`src/rtl/wb_port_arbiter.sv`:
```
// rtl/wb_port_arbiter.sv - round-robin writeback port arbiter with register busy scoreboard
module wb_port_arbiter #(
   parameter int NREQ = 3,
   parameter int XLEN = 32
) (
   input  logic                 clk,
   input  logic                 rst,
   input  logic [NREQ-1:0]      req_valid,
   input  logic [NREQ*5-1:0]    req_addr,
   input  logic [NREQ*XLEN-1:0] req_data,
   output logic [NREQ-1:0]      req_ready,
   output logic                 wb_we,
   output logic [4:0]           wb_addr,
   output logic [XLEN-1:0]      wb_data,
   input  logic                 iss_valid,
   input  logic [4:0]           iss_rd,
   output logic                 iss_ready,
   input  logic [4:0]           q_rs1,
   input  logic [4:0]           q_rs2,
   output logic                 q_busy1,
   output logic                 q_busy2
);
   localparam int PW = (NREQ > 1) ? $clog2(NREQ) : 1;

   logic [31:0]     busy_q, busy_d;
   logic [PW-1:0]   ptr_q, ptr_d;
   logic            wb_we_q, wb_we_d;
   logic [4:0]      wb_addr_q, wb_addr_d;
   logic [XLEN-1:0] wb_data_q, wb_data_d;

   logic            gnt_any;
   logic [PW-1:0]   gnt_idx;
   logic [4:0]      win_addr;
   logic [XLEN-1:0] win_data;
   logic            iss_fire;

   // Search starts at ptr and wraps; the first valid requester wins.
   always_comb begin : arb
      int idx;
      idx       = 0;
      gnt_any   = 1'b0;
      gnt_idx   = '0;
      win_addr  = '0;
      win_data  = '0;
      req_ready = '0;
      for (int k = 0; k < NREQ; k++) begin
         idx = int'(ptr_q) + k;
         if (idx >= NREQ) idx = idx - NREQ;
         if (!gnt_any && req_valid[idx]) begin
            gnt_any        = 1'b1;
            gnt_idx        = PW'(idx);
            win_addr       = req_addr[idx*5 +: 5];
            win_data       = req_data[idx*XLEN +: XLEN];
            req_ready[idx] = 1'b1;
         end
      end
   end

   assign iss_ready = (iss_rd == 5'd0) || !busy_q[iss_rd];
   assign iss_fire  = iss_valid && iss_ready && (iss_rd != 5'd0);

   always_comb begin
      ptr_d     = ptr_q;
      wb_we_d   = 1'b0;
      wb_addr_d = wb_addr_q;
      wb_data_d = wb_data_q;
      if (gnt_any) begin
         ptr_d = (gnt_idx == PW'(NREQ - 1)) ? '0 : gnt_idx + 1'b1;
         if (win_addr != 5'd0) begin
            wb_we_d   = 1'b1;
            wb_addr_d = win_addr;
            wb_data_d = win_data;
         end
      end
   end

   // Commit clear is applied before allocation so a same-edge collision ends set.
   always_comb begin
      busy_d = busy_q;
      if (wb_we_q) busy_d[wb_addr_q] = 1'b0;
      if (iss_fire) busy_d[iss_rd] = 1'b1;
      busy_d[0] = 1'b0;
   end

   always_ff @(posedge clk or posedge rst) begin
      if (rst) begin
         busy_q    <= '0;
         ptr_q     <= '0;
         wb_we_q   <= 1'b0;
         wb_addr_q <= '0;
         wb_data_q <= '0;
      end else begin
         busy_q    <= busy_d;
         ptr_q     <= ptr_d;
         wb_we_q   <= wb_we_d;
         wb_addr_q <= wb_addr_d;
         wb_data_q <= wb_data_d;
      end
   end

   assign wb_we   = wb_we_q;
   assign wb_addr = wb_addr_q;
   assign wb_data = wb_data_q;
   assign q_busy1 = (q_rs1 != 5'd0) && busy_q[q_rs1];
   assign q_busy2 = (q_rs2 != 5'd0) && busy_q[q_rs2];

endmodule

```
`config.mk`:
```
export PLATFORM = sky130hd
export DESIGN_NAME = wb_port_arbiter
export DESIGN_NICKNAME = d
export VERILOG_FILES = /design/src/rtl/wb_port_arbiter.sv
export SDC_FILE = /design/constraint.sdc
export NUM_CORES = 1
export LEC_CHECK = 0
export ABC_CLOCK_PERIOD_IN_PS = 10300
export CORE_MARGIN = 10
export CORE_UTILIZATION = 40
export CTS_BUF_LIST = sky130_fd_sc_hd__clkbuf_4
export CTS_CLUSTER_SIZE = 28
export DETAILED_ROUTE_END_ITERATION = 16
export HOLD_SLACK_MARGIN = 0.15
export PLACE_DENSITY = 0.72
export SETUP_SLACK_MARGIN = 0.1
export SLEW_MARGIN = 10
export SYNTH_ARGS = -nofsm -noshare
export SYNTH_HDL_FRONTEND = slang
export SYNTH_SLANG_ARGS = --single-unit
```
`constraint.sdc`:
```
create_clock -name clk -period 10.3 [get_ports clk]
set_input_delay 1.03 -clock clk [delete_from_list [all_inputs] [get_ports clk]]
set_output_delay 1.03 -clock clk [all_outputs]
set_load 0.05 [all_outputs]
```
# Word level (Yosys, flattened, before mapping)
# Index checks and enable logic that the tools add are counted.
# word_totals
register_bits,71
inputBits,132
out_inout_bits,44
word_cells,110
# op_classes
addsub,6
multipliers,3
order_cmp,15
eq_ne,1
shifts,6
muxes,48
bitwise,5
n_reduce_logical,21
# op_table
operator,n
$shiftx 96x32->32,3
$mux 32,8
$ge 32x1->1 const B,3
$lt 32x4->1 const B,3
$mul 32x4->32 const B,3
$shiftx 15x32->5,3
$and 32x32->32,1
$not 32->32,1
$or 32x32->32,1
$lt 5x6->1 const B,4
$reduce_bool 5->1,4
$mux 1,19
$bmux 1 s5,3
$mux 5,3
$logic_and 1x1->1,11
$demux 1 s5,2
$ge 5x1->1 const B,2
$mux 3,3
$mux 2,4
$sub 3x2->4 const B,2
$bmux 1 s2,3
$demux 1 s2,3
$ge 3x2->1 const B,2
$or 3x3->3,2
other kinds (10),12

# Depth between registers and ports, before layout
# depth
depth_word,15
ltp_mapped,18

# Worst setup path before layout
# OpenSTA, ideal clock, no wires.
# synth_path
kind,input to output
startpoint,input req_valid[1]
endpoint,output req_ready[0]
t_arrival_ns,2.976
path_slack_ns,6.294
path_stages,5
path_buffers,2
cell_sequence,clkbuf_1 nand2b_1 mux2_4 clkbuf_1 o21ai_0
# synth_between
elab_chain_len,10
elab_cells_between_ends,20
cone_classes,mux: 14; bitwise: 2; reduce/logical: 4
# synth_lines
element,line,rtl
start: declaration,8,"input logic [NREQ-1:0] req_valid,"
$bmux 1 s2,49,if (!gnt_any && req_valid[idx]) begin
$mux 1 (not written as such) (2 in a row),49,
$mux 1,49,
$logic_not 1->1,49,
$logic_and 1x1->1,49,
$mux 1,49,
$logic_not 1->1,49,
$logic_and 1x1->1,49,
$mux 3 *,49,
end: declaration,11,"output logic [NREQ-1:0] req_ready,"
# Mark *: on every way between the ends. The rest lies on a longest branch, timed or not. The select of a mux whose other input is x is not followed.

# Worst setup path after layout
# layout_path
startpoint,register ptr_q[1]
endpoint,output req_ready[2]
# layout_between
elab_chain_len,12
elab_cells_between_ends,46
cone_classes,add/sub: 5; order compare: 9; mux: 23; bitwise: 2; reduce/logical: 7
# layout_lines
element,line,rtl
start: declaration,26,"logic [PW-1:0] ptr_q, ptr_d;"
start signal: assignment,94,ptr_q <= ptr_d;
branches (longest 11 deep; another with $ge 32x1->1),--,
$mux 3 *,49,
# Mark *: on every way between the ends. The select of a mux whose other input is x is not followed.

==> metrics.yaml <==
status:
  status: "finished clean"
floorplanning:
  initial_utilization_pct: 40.55
  die-area_um2: 23160
  dieWidth_um: 152.2
  core_um2: 17240
  io-pin-count: 176
  die_height_um: 152.2
  num_rows: 48
job:
  drv_cap: 0
routing:
  wl_um: 24010
  drc: 0
  vias: 7092
  detail_route.wl_per_cell_um: 20.38
  drtAntennaViolNets: 0
  drt_pass1_iterations: 6
  drtIter0Drc: 453
  avgViaCountPerCell: 6.020
synthesis:
  synthXorXnorAreaFrac_pct: 0.3580
  ys.flop_type: "dfrtp_1"
  synthMuxAreaShare_pct: 23.17
  ys_seq_area_share_pct: 25.42
  ys_seq_elements: 71
  netlist_area_um2: 6989
  avgSynthCellArea_um2: 8.544
  synthSimpleGateAreaFrac_pct: 16.11
  synthAdderAreaFrac_pct: 1.719
  netlist-cell-type-count: 66
  ys_async_sr_fraction_pct: 100.0
  synthCells: 818
  synth_edf_count: 0
  syn_nets: 959
  synth_compound_area_share_pct: 28.14
  synth_top_family_by_area: "compound AO/OA/AOI/OAI gates"
  synth-warning-count: 0
clocking:
  cts_buffers: 9
  cts_resized: 0
  cts_setup_buffers: 0
  htreeDepth: 3
  ctsHoldBuffers: 0
  cts_buffer_depth: 2
  clk_pin_slew_ns: 0.12
  clock-sinks: 71
  cts-root-buf: "clkbuf_4"
  cts_tree: "done"
  clk_latency_ns: 0.47
power:
  vdd_drop_max_mv: 0.1999
  power_per_cell_area_nw_per_um2: 346.1
  p_leak_uw: 0.003533
finish:
  syn_to_final_growth_pct: 28.80
  final_common_cell: "clkdlybuf4s50_1"
  layout.nets: 1090
  fillCellCount: 1604
  multiInputGateArea_um2: 4915
  seq_area_um2: 1777
  drive_gt1_share_pct: 14.90
  mostFrequentLayoutCells: "clkdlybuf4s50_1 (175), nand2_1 (132), o21ai_0 (99), a21oi_1 (71), dfrtp_1 (71)"
  num_antenna_cells: 0
global_route:
  grtUsageTotal_pct: 19.83
  grt_pass1_vias: 7141
  grt_pass1_wl_um: 38260
  grt_start_max_net_pins: 101
  grt_overflow_total: 0
  antenna_found_initial: 0
critical_path:
  path_class: "reg -> out"
  arrival_ns: 4.19
  cp_max_fo: 93
  worstPathRequired_ns: 9.27
  start_kind: "register"
  worst_setup_path_end_kind: "output pin"
sta:
  skew_ns: 0.01014
  rsz0062_at_grt: "false"
  hold_slack_ns: 0.5259
  worst_pin_slew_ns: 1.011
  fin_crit_sh_pct: 50.65
  finalHoldViolations: 0
  slew_headroom_pct: 32.59
  layout_min_cycle_time_ns: 5.217
  fin_tns_setup_ns: 0
  clock.fmax_mhz: 191.7
  finalSetupViolations: 0
  slew_viol_final: 0
place:
  hpwlAfterDp_um: 16510
  io_buffer_count: 175
  place.gp.congestion: 0.9216
hold_path:
  hold_path_class: "reg -> reg"
-- worst max-delay path: stages, from the launching register on --
cell	delay, ns
dfrtp_1	0.49
inv_1	0.17
ha_4	0.99
nor2b_1	0.36
a31oi_1	0.14
o21ai_2	0.40
nor2b_1	0.19
a221o_1	0.15
clkdlybuf4s50_1	0.82
-- cell type report --
class                      instances  area share, %
sequential                        71          19.74
inverter                          17         0.7088
timing repair buffer             183          20.13
tap                              225          3.127
clock inverter                     6         0.9590
multi-input combinational        667          54.59
clock buffer                       9         0.7505
-- cells in the mapped netlist (all sizes together) (2+ instances only) --
cell	number	area [µm²]
o211ai	2	15.01
dfrtp	71	1777
nand4	5	31.28
o22ai	5	31.28
buf	20	122.6
ha	8	100.1
or3	3	18.77
a21o	2	15.01
mux2i	8	83.83
inv	17	63.81
and2	2	12.51
a22oi	70	525.5
mux4	25	563.0
or3b	3	26.28
a311o	2	20.02
o21ai	106	534.3
a41o	2	20.02
nand2b	37	231.5
o22a	33	289.0
a22o	2	17.52
nand3b	6	45.04
nor2b	7	43.79
conb	2	7.510
nor2	15	56.30
mux2	76	972.2
nand3	15	92.59
nand2	132	495.5
a31oi	2	12.51
a21oi	72	364.1
clkbuf	43	161.4
or2	2	12.52
-- logic make-up after synthesis --
kind of cell,Yosys count
AOI/OAI and AO/OA,311
xor gates and xnor gates,2
adders and majority gates,9
buffers and inverters,80
DFF,71
muxes,109
other,2
and+or+nand+nor,234
-- metrics by stage --
| step | power, µW | util, % | setup slack (ns) | cells | instance area (µm²) |
|---|---|---|---|---|---|
| 4_1_cts | 3124 | 52.23 | 5.046 | 1178 | 9002 |
| 3_3_place_gp | 2877 | 51.34 | 5.297 | 1163 | 8848 |
| 3_5_place_dp | 2904 | 51.34 | 5.259 | 1163 | 8848 |
| 5_1_grt | 3333 | 52.23 | 4.765 | 1178 | 9002 |
| 2_1_floorplan | 2303 | - | 6.294 | 818 | 6989 |
| 6_report | 3115 | 52.23 | 5.083 | 1178 | 9002 |
-- per-layer routing --
| metal | GRT usage (%) | wire, µm |
|---|---|---|
| met1 | 23.40 | 9566 |
| met2 | 32.15 | 11410 |
| met3 | 8.270 | 2580 |
| met4 | 5.961 | 450 |
| met5 | 0 | 0 |
-- registers in the layout, indices dropped and copies added (netlist names) --
| signal | count |
|---|---|
| wb_addr | 5 |
| wb_data | 32 |
| busy_q | 31 |
| ptr_q | 2 |
| wb_we | 1 |
-- worst paths after layout --
path,start,to,slack (ns),cells past startpoint
setup / recovery,ptr_q[1]$_DFFE_PP0P_,req_ready[2],5.08,8
hold / removal,wb_data[19]$_DFFE_PP0P_,wb_data[19]$_DFFE_PP0P_,0.53,1
setup reg to reg,ptr_q[0]$_DFFE_PP0P_,wb_data[14]$_DFFE_PP0P_,5.37,13
hold reg to reg,wb_data[19]$_DFFE_PP0P_,wb_data[19]$_DFFE_PP0P_,0.53,1
max in group asynchronous,rst,wb_addr[4]$_DFFE_PP0P_,8.54,3
min in group asynchronous,rst,wb_data[17]$_DFFE_PP0P_,1.15,3
-- power by group --
group / total [µW] / internal [µW] / switching, µW
combinational: 2370 / 1040 / 1330
sequential: 542 / 412 / 130
clock: 209 / 96.4 / 112
total: 3120 / 1550 / 1570
No activity file was read; power rests on OpenSTA's default activity.
